**src/rtl/enemy_shot_sched_if.sv**
```systemverilog
`default_nettype none
// ============================================================================
// Module   : enemy_shot_sched_if
// Desc     : Column requests, slot hit pulses and bullet slot state exchanged
//            with the enemy shot scheduler.
// Revision : 1.0 - initial release
// ============================================================================
interface enemy_shot_sched_if #(
    parameter int NUM_COLS  = 8,
    parameter int NUM_SLOTS = 3
);
    logic                    enable;
    logic [NUM_COLS-1:0]     col_valid;
    logic [12*NUM_COLS-1:0]  col_x;
    logic [12*NUM_COLS-1:0]  col_y;
    logic [NUM_SLOTS-1:0]    slot_hit;
    logic [NUM_SLOTS-1:0]    slot_active;
    logic [12*NUM_SLOTS-1:0] slot_x;
    logic [12*NUM_SLOTS-1:0] slot_y;
    logic                    fire;
    logic [3:0]              fire_col;

    modport master (
        output enable,
        output col_valid,
        output col_x,
        output col_y,
        output slot_hit,
        input  slot_active,
        input  slot_x,
        input  slot_y,
        input  fire,
        input  fire_col
    );

    modport slave (
        input  enable,
        input  col_valid,
        input  col_x,
        input  col_y,
        input  slot_hit,
        output slot_active,
        output slot_x,
        output slot_y,
        output fire,
        output fire_col
    );
endinterface

`default_nettype wire

```
**src/rtl/enemy_shot_sched.sv**
```systemverilog
`default_nettype none
// ============================================================================
// Module   : enemy_shot_sched
// Desc     : Game-tick driven scheduler that grants alien columns a shared
//            pool of enemy bullet slots and moves the bullets downward.
// Options  : ENEMY_SHOT_LFSR_EN - pseudo-random column search start (LFSR)
//            instead of round-robin.
// Revision : 1.0 - initial release
// ============================================================================
module enemy_shot_sched #(
    parameter int NUM_COLS      = 8,
    parameter int NUM_SLOTS     = 3,
    parameter int TICK_DELAY    = 650000,
    parameter int FIRE_INTERVAL = 30,
    parameter int BULLET_SPEED  = 3,
    parameter int BULLET_WIDTH  = 4,
    parameter int BULLET_HEIGHT = 16,
    parameter int ALIEN_WIDTH   = 32,
    parameter int ALIEN_HEIGHT  = 32
) (
    input  logic              clk,
    input  logic              rst,
    enemy_shot_sched_if.slave bus
);

    // Vertical resolution of the VGA timing used by the rest of the game.
    localparam int c_ver_pixels = 480;

    localparam int c_tick_w = (TICK_DELAY > 0) ? $clog2(TICK_DELAY + 1) : 1;
    localparam int c_int_w  = (FIRE_INTERVAL > 1) ? $clog2(FIRE_INTERVAL) : 1;
    localparam int c_col_w  = $clog2(NUM_COLS);

    localparam logic [c_tick_w-1:0] c_tick_last = c_tick_w'(TICK_DELAY);
    localparam logic [c_int_w-1:0]  c_int_last  = c_int_w'(FIRE_INTERVAL - 1);
    localparam logic [11:0]         c_y_limit   = 12'(c_ver_pixels - BULLET_HEIGHT);
    localparam logic [11:0]         c_x_off     = 12'(ALIEN_WIDTH / 2 - BULLET_WIDTH / 2);
    localparam logic [11:0]         c_y_off     = 12'(ALIEN_HEIGHT);
    localparam logic [11:0]         c_speed     = 12'(BULLET_SPEED);

    logic [c_tick_w-1:0]          tick_cnt_q, tick_cnt_d;
    logic [c_int_w-1:0]           int_cnt_q, int_cnt_d;
    logic [NUM_SLOTS-1:0]         hit_q, hit_d;
    logic [NUM_SLOTS-1:0]         slot_active_q, slot_active_d;
    logic [NUM_SLOTS-1:0][11:0]   slot_x_q, slot_x_d;
    logic [NUM_SLOTS-1:0][11:0]   slot_y_q, slot_y_d;
    logic                         fire_q, fire_d;
    logic [3:0]                   fire_col_q, fire_col_d;

    logic                         w_tick;
    logic                         w_tick_en;
    logic [NUM_SLOTS-1:0]         w_hit;
    logic [NUM_SLOTS-1:0]         w_free;
    logic [NUM_SLOTS-1:0]         w_alloc;
    logic [NUM_COLS-1:0][11:0]    w_col_x;
    logic [NUM_COLS-1:0][11:0]    w_col_y;
    logic [c_col_w-1:0]           w_start;
    logic [c_col_w-1:0]           w_idx;
    logic [c_col_w-1:0]           w_grant_col;
    logic                         w_grant_found;
    logic                         w_fire_ok;
    logic                         w_fire_now;

    assign w_col_x = bus.col_x;
    assign w_col_y = bus.col_y;

    // Free-running tick timebase, independent of gameplay enable.
    assign w_tick    = (tick_cnt_q == c_tick_last);
    assign w_tick_en = w_tick & bus.enable;

    always_comb begin
        tick_cnt_d = w_tick ? '0 : tick_cnt_q + c_tick_w'(1);
    end

    // Hits are sticky until consumed by an enabled tick; hits on idle slots drop.
    assign w_hit = hit_q | bus.slot_hit;

    always_comb begin
        hit_d = w_tick_en ? '0 : (w_hit & slot_active_q);
    end

    // Slot occupancy is sampled before this tick's deactivations, so a slot
    // freed on a tick only becomes allocatable on the following tick.
    assign w_free  = ~slot_active_q;
    assign w_alloc = w_free & (~w_free + NUM_SLOTS'(1));

`ifdef ENEMY_SHOT_LFSR_EN
    logic [7:0] lfsr_q, lfsr_d;

    always_comb begin
        lfsr_d = lfsr_q;
        if (w_tick) begin
            lfsr_d = {lfsr_q[6:0], lfsr_q[7] ^ lfsr_q[5] ^ lfsr_q[4] ^ lfsr_q[3]};
        end
    end

    always_ff @(posedge clk) begin
        if (rst) begin
            lfsr_q <= 8'hA5;
        end else begin
            lfsr_q <= lfsr_d;
        end
    end

    assign w_start = lfsr_q[c_col_w-1:0];
`else
    logic [c_col_w-1:0] last_col_q, last_col_d;

    always_comb begin
        last_col_d = w_fire_now ? w_grant_col : last_col_q;
    end

    // Reset value makes the first search start at column 0.
    always_ff @(posedge clk) begin
        if (rst) begin
            last_col_q <= c_col_w'(NUM_COLS - 1);
        end else begin
            last_col_q <= last_col_d;
        end
    end

    assign w_start = last_col_q + c_col_w'(1);
`endif

    // Cyclic search from w_start; NUM_COLS is a power of two so the add wraps.
    always_comb begin
        w_grant_col   = '0;
        w_grant_found = 1'b0;
        w_idx         = '0;
        for (int k = 0; k < NUM_COLS; k++) begin
            w_idx = w_start + c_col_w'(k);
            if (!w_grant_found && bus.col_valid[w_idx]) begin
                w_grant_found = 1'b1;
                w_grant_col   = w_idx;
            end
        end
    end

    assign w_fire_ok  = (int_cnt_q == c_int_last) && (|w_free) && w_grant_found;
    assign w_fire_now = w_tick_en & w_fire_ok;

    always_comb begin
        slot_active_d = slot_active_q;
        slot_x_d      = slot_x_q;
        slot_y_d      = slot_y_q;
        int_cnt_d     = int_cnt_q;
        fire_d        = 1'b0;
        fire_col_d    = fire_col_q;

        if (w_tick_en) begin
            for (int i = 0; i < NUM_SLOTS; i++) begin
                if (slot_active_q[i]) begin
                    if (w_hit[i] || (slot_y_q[i] >= c_y_limit)) begin
                        slot_active_d[i] = 1'b0;
                    end else begin
                        slot_y_d[i] = slot_y_q[i] + c_speed;
                    end
                end
            end

            if (w_fire_now) begin
                for (int i = 0; i < NUM_SLOTS; i++) begin
                    if (w_alloc[i]) begin
                        slot_active_d[i] = 1'b1;
                        slot_x_d[i]      = w_col_x[w_grant_col] + c_x_off;
                        slot_y_d[i]      = w_col_y[w_grant_col] + c_y_off;
                    end
                end
                int_cnt_d  = '0;
                fire_d     = 1'b1;
                fire_col_d = 4'(w_grant_col);
            end else if (int_cnt_q != c_int_last) begin
                int_cnt_d = int_cnt_q + c_int_w'(1);
            end
        end
    end

    always_ff @(posedge clk) begin
        if (rst) begin
            tick_cnt_q    <= '0;
            int_cnt_q     <= '0;
            hit_q         <= '0;
            slot_active_q <= '0;
            slot_x_q      <= '0;
            slot_y_q      <= '0;
            fire_q        <= 1'b0;
            fire_col_q    <= '0;
        end else begin
            tick_cnt_q    <= tick_cnt_d;
            int_cnt_q     <= int_cnt_d;
            hit_q         <= hit_d;
            slot_active_q <= slot_active_d;
            slot_x_q      <= slot_x_d;
            slot_y_q      <= slot_y_d;
            fire_q        <= fire_d;
            fire_col_q    <= fire_col_d;
        end
    end

    assign bus.slot_active = slot_active_q;
    assign bus.slot_x      = slot_x_q;
    assign bus.slot_y      = slot_y_q;
    assign bus.fire        = fire_q;
    assign bus.fire_col    = fire_col_q;

endmodule

`default_nettype wire

```
**src/flat_wrapper.sv**
```systemverilog
// flat-port wrapper written by rule: the top's interface ports become plain ports
module enemy_shot_sched_flat 
#(
    parameter int NUM_COLS      = 8,
    parameter int NUM_SLOTS     = 3,
    parameter int TICK_DELAY    = 650000,
    parameter int FIRE_INTERVAL = 30,
    parameter int BULLET_SPEED  = 3,
    parameter int BULLET_WIDTH  = 4,
    parameter int BULLET_HEIGHT = 16,
    parameter int ALIEN_WIDTH   = 32,
    parameter int ALIEN_HEIGHT  = 32
)
  (clk, rst, bus_enable, bus_col_valid, bus_col_x, bus_col_y, bus_slot_hit, bus_slot_active, bus_slot_x, bus_slot_y, bus_fire, bus_fire_col);
  enemy_shot_sched_if #(.NUM_COLS(NUM_COLS), .NUM_SLOTS(NUM_SLOTS)) bus_i ();
  input  logic clk;
  input  logic rst;
  input wire logic [$bits(bus_i.enable)-1:0] bus_enable;
  input wire logic [$bits(bus_i.col_valid)-1:0] bus_col_valid;
  input wire logic [$bits(bus_i.col_x)-1:0] bus_col_x;
  input wire logic [$bits(bus_i.col_y)-1:0] bus_col_y;
  input wire logic [$bits(bus_i.slot_hit)-1:0] bus_slot_hit;
  output wire logic [$bits(bus_i.slot_active)-1:0] bus_slot_active;
  output wire logic [$bits(bus_i.slot_x)-1:0] bus_slot_x;
  output wire logic [$bits(bus_i.slot_y)-1:0] bus_slot_y;
  output wire logic [$bits(bus_i.fire)-1:0] bus_fire;
  output wire logic [$bits(bus_i.fire_col)-1:0] bus_fire_col;
  assign bus_i.enable = bus_enable;
  assign bus_i.col_valid = bus_col_valid;
  assign bus_i.col_x = bus_col_x;
  assign bus_i.col_y = bus_col_y;
  assign bus_i.slot_hit = bus_slot_hit;
  assign bus_slot_active = bus_i.slot_active;
  assign bus_slot_x = bus_i.slot_x;
  assign bus_slot_y = bus_i.slot_y;
  assign bus_fire = bus_i.fire;
  assign bus_fire_col = bus_i.fire_col;
  enemy_shot_sched #(.NUM_COLS(NUM_COLS), .NUM_SLOTS(NUM_SLOTS), .TICK_DELAY(TICK_DELAY), .FIRE_INTERVAL(FIRE_INTERVAL), .BULLET_SPEED(BULLET_SPEED), .BULLET_WIDTH(BULLET_WIDTH), .BULLET_HEIGHT(BULLET_HEIGHT), .ALIEN_WIDTH(ALIEN_WIDTH), .ALIEN_HEIGHT(ALIEN_HEIGHT)) u_core (.clk(clk), .rst(rst), .bus(bus_i));
endmodule
```
**config.mk**
```make
export PLATFORM = sky130hd
export DESIGN_NAME = enemy_shot_sched_flat
export DESIGN_NICKNAME = d
export VERILOG_FILES = /design/src/rtl/enemy_shot_sched_if.sv /design/src/rtl/enemy_shot_sched.sv /design/src/flat_wrapper.sv
export SDC_FILE = /design/constraint.sdc
export NUM_CORES = 1
export LEC_CHECK = 0
export BUFFER_PORTS_ARGS = -buffer_cell sky130_fd_sc_hd__clkbuf_2
export CAP_MARGIN = 20
export CELL_PAD_IN_SITES_DETAIL_PLACEMENT = 0
export CELL_PAD_IN_SITES_GLOBAL_PLACEMENT = 2
export CORE_MARGIN = 2
export CORE_UTILIZATION = 31
export DETAILED_ROUTE_END_ITERATION = 8
export GPL_ROUTABILITY_DRIVEN = 1
export PLACE_DENSITY_LB_ADDON = 0.25
export SYNTH_ARGS = -nofsm -noshare
export SYNTH_HDL_FRONTEND = slang
export SYNTH_SLANG_ARGS = --single-unit
export TNS_END_PERCENT = 50
```
**constraint.sdc**
```tcl
create_clock -name clk -period 13.1 [get_ports clk]
set_input_delay 2.62 -clock clk [delete_from_list [all_inputs] [get_ports clk]]
set_output_delay 2.62 -clock clk [all_outputs]
set_load 0.01 [all_outputs]
```
==> summary.txt <==
Worst setup path
  • R2r worst-path depth: 19
  • CP endpoint: u_core.bus.slot_x[35]$_SDFFE_PP0P_
  • CP max-delay cell: nor4_2
  • Critical R2R Launch: u_core.last_col_q[0]$_SDFFE_PP1P_
  • Critical path type: input port to flop
  • Crit-path most repeated cell: mux4_2
  • Crit path largest cell delay: 0.65 ns
  • Critical path required time: 13.35 ns
  • Crit. End Element: flop
  • Crit path cell chain: clkbuf_2 > mux4_2 > or2_1 > mux4_2 > nor4_2 > a21o_1 > nand2_2 > buf_4 > a2111oi_1 > or4_1 > ha_1 > nand2_1 > o22a_1 > nand4_1 > nor4_1 > a311o_1
  • R2R Setup Slk: 6.32 ns
  • FF-to-FF End: u_core.bus.slot_x[35]$_SDFFE_PP0P_
  • Arrival time worst endpoint: 7.63 ns
  • Crit path launch: bus_col_valid[1]
  • CP Launch Type: input port
  • Crit Path Max Fanout: 38

Pwr
  • Max VDD drop: 0.0592 mV
  • Sequential share of power: 41.6%
  • Pwr Density: 77.9 nW/um^2
  • Sw Ratio: 32.6%
  • Lkg Pwr: 4.50 nW
  • Clock Power Share: 35.6%
  • Internal: 0.544 mW
  • Combinational Power Share: 22.8%
  • Switching power: 0.263 mW

Clock tree
  • Post_cts resized: 0
  • CTS tree: built
  • TritonCTS Buffers: 9
  • H-tree Lvls: 3
  • Worst-path clk slew: 0.08 ns
  • Clk buf depth: 2
  • TritonCTS Sinks: 110
  • Insertion delay to the later sink of the worst-skew pair: 0.36 ns
  • Setup Buffers After CTS: 0
  • Root Driver: clkbuf_16
  • Hold_buf cts: 0

Floorplan
  • Starting density of the core: 31.3%
  • Row cnt: 60
  • Die Y-Extent: 169 um
  • Area of the core: 26800 um^2
  • Ports: 286
  • Die width: 169 um
  • Die area: 28400 um^2

Placement
  • Placed insts: 1619
  • Gpl congestion: 0.855
  • HPWL after detailed placement: 26000 um
  • Placement Cell Area: 10000 um^2
  • Port buffer count: 284

Global route
  • Gr usage total: 23.0%
  • First-pass GRT wire length: 50800 um
  • Initial antenna violation count: 3
  • Total gr overflow: 0
  • Largest net degree at the start of global routing: 60
  • Vias in the first global route: 8664

Cells and area
  • Share of layout cells above drive strength 1: 28.6%
  • FILL cells: 2864
  • Post-layout net count: 1509
  • Final Cell Area: 10400 um^2
  • Layout Area Growth over Synthesis: 23.4%
  • Fin cells: 1637

STA
  • Final clock skew: 0.00746 ns
  • Worst-Margin Slew: 0.910 ns
  • Max-slew headroom: 39.4%
  • Final Critical Period: 7.39 ns
  • Final-report max-slew violation count: 0
  • Hold slack final: 0.459 ns
  • Setup-failing EPs final: 0
  • RSZ-0062 raised after global routing: no
  • Fin crit share: 56.4%
  • FMAX: 135 MHz
  • Final setup TNS: 0 ns
  • Final hold vios: 0

Synthesis
  • Post-synth EDFFs: 0
  • Post-synth top area share: 26.2%
  • Syn Inst Count: 1046
  • Yosys top cell by area: dfxtp_1
  • Top-count cell post-synth: nand2_1
  • Seq cells post-synth: 110
  • Register area share after synthesis: 26.2%
  • Synth warn: 0
  • Largest cells by area after synthesis: dfxtp_1 26%, mux2i_1 11%, nand2_1 5.5%, nor2_1 4.8%, nand3_1 4.2%
  • Syn_area_per_cell: 8.03 um^2
  • FFs w/ async S/R, synth: 0%
  • Netlist cell types: 88
  • Mapped cell area: 8400 um^2
  • Post-Synthesis Net Count: 1266
  • Leading cell types by count after synthesis: 122 x nand2_1, 110 x dfxtp_1, 108 x nor2_1, 90 x mux2i_1, 70 x nand3_1
  • Primary flip-flop cell chosen by synthesis mapping: dfxtp_1

Routing
  • Wirelength, routed: 33200 um
  • Drt via density: 5.53
  • First-pass DRT Iterations: 5
  • Routed vias: 9051
  • Routed Antenna Nets: 0
  • Drt wl/cell: 20.3 um
  • Starting DRC count in detailed routing: 575
  • Residual DRC: 0

Outcome
  • Run status: completed

Run
  • Max-cap violations: 0

Hold path
  • Hold WC Path Type: flop to flop
-- flip-flops by register name (all words and copies together) (netlist names) --
name                    count
u_core.bus.slot_active      3
u_core.bus.slot_x          36
u_core.hit_q                3
u_core.tick_cnt_q          20
u_core.bus.fire_col         3
u_core.bus.slot_y          36
u_core.int_cnt_q            5
u_core.bus.fire             1
u_core.last_col_q           3
-- worst min-delay path by stage --
stage | from | to | cells after the start
3_3_place_gp | u_core.bus.fire_col[2]$_SDFFE_PP0P_ | u_core.bus.fire_col[2]$_SDFFE_PP0P_ | 2
4_1_cts | u_core.bus.slot_x[17]$_SDFFE_PP0P_ | u_core.bus.slot_x[17]$_SDFFE_PP0P_ | 2
2_1_floorplan | u_core.tick_cnt_q[0]$_SDFF_PP0_ | u_core.tick_cnt_q[0]$_SDFF_PP0_ | 1
3_5_place_dp | u_core.bus.slot_x[17]$_SDFFE_PP0P_ | u_core.bus.slot_x[17]$_SDFFE_PP0P_ | 2
6_report | u_core.bus.slot_x[29]$_SDFFE_PP0P_ | u_core.bus.slot_x[29]$_SDFFE_PP0P_ | 2
5_1_grt | u_core.bus.slot_x[29]$_SDFFE_PP0P_ | u_core.bus.slot_x[29]$_SDFFE_PP0P_ | 2
-- kinds of logic after synthesis --
group / share of synthesized area [%]
flops: 26.2
simple gates: 25.1
buf+inv: 5.04
xor+xnor: 3.56
other cells: 0.0447
mux: 17.2
compound gates: 20.8
fa+ha+maj: 2.09
-- power by group through the flow --
stage                     combinational (mW)  clock, mW  sequential (mW)
after CTS                              0.186      0.297            0.336
after detailed placement               0.185          0            0.343
after global placement                 0.185          0            0.343
final                                  0.184      0.288            0.336
after global routing                   0.201      0.311            0.336
after floorplan                        0.110          0            0.343
-- per-layer routing --
metal  share of wire [%]  vias up  GRT usage [%]
met4                 2.7        2           7.35
li1                    -     4370              -
met5               0.039        -              0
met2                  48      366           39.0
met3                 6.2       45           3.86
met1                  43     4268           29.9
-- worst max-delay path: cells and delay by family --
| kind | cells | cell delay, ns |
|---|---|---|
| AND/OR/NAND/NOR | 7 | 1.67 |
| AO/OA/AOI/OAI | 4 | 1.50 |
| multiplexers | 2 | 1.12 |
| buffers and inverters | 2 | 0.51 |
| adder cells (fa/ha/maj) | 1 | 0.19 |
-- placed cells by master, fill, tap and decap left out, drive strengths merged, types with 5 or more instances in the layout --
| cell type | n |
|---|---|
| a2111oi | 6 |
| a211oi | 18 |
| a21boi | 5 |
| a21o | 6 |
| a21oi | 39 |
| a22o | 15 |
| a22oi | 6 |
| a311o | 5 |
| a311oi | 6 |
| a31oi | 14 |
| a32oi | 7 |
| and3 | 37 |
| buf | 14 |
| clkbuf | 293 |
| dfxtp | 110 |
| ha | 14 |
| inv | 30 |
| mux2 | 17 |
| mux2i | 91 |
| mux4 | 15 |
| nand2 | 125 |
| nand2b | 7 |
| nand3 | 72 |
| nand4 | 15 |
| nor2 | 108 |
| nor2b | 5 |
| nor3 | 13 |
| nor4b | 5 |
| o211ai | 13 |
| o21ai | 57 |
| o22ai | 9 |
| o32ai | 8 |
| or2 | 6 |
| or4 | 8 |
| xnor2 | 11 |
| xor2 | 18 |
-- metrics by stage --
stage | power [mW] | setup slack [ns] | utilization [%]
global placement | 0.529 | 5.47 | 37.5
global route | 0.849 | 5.29 | 38.7
detailed placement | 0.529 | 5.36 | 37.5
floorplan | 0.454 | 6.41 | -
finish | 0.807 | 5.71 | 38.7
CTS | 0.819 | 5.74 | 38.6
-- cell type report --
class	instances	area [um^2]	area share, %
well taps	341	427	4.12
inverters	27	101	0.978
clock buffers	9	225	2.17
repair buffers	298	1530	14.7
diodes	2	5.00	0.0483
clock inverters	7	86.3	0.833
flip-flops and latches	110	2200	21.3
multi-input cells	843	5790	55.9
Note: power is estimated with default switching activity, not from simulation.
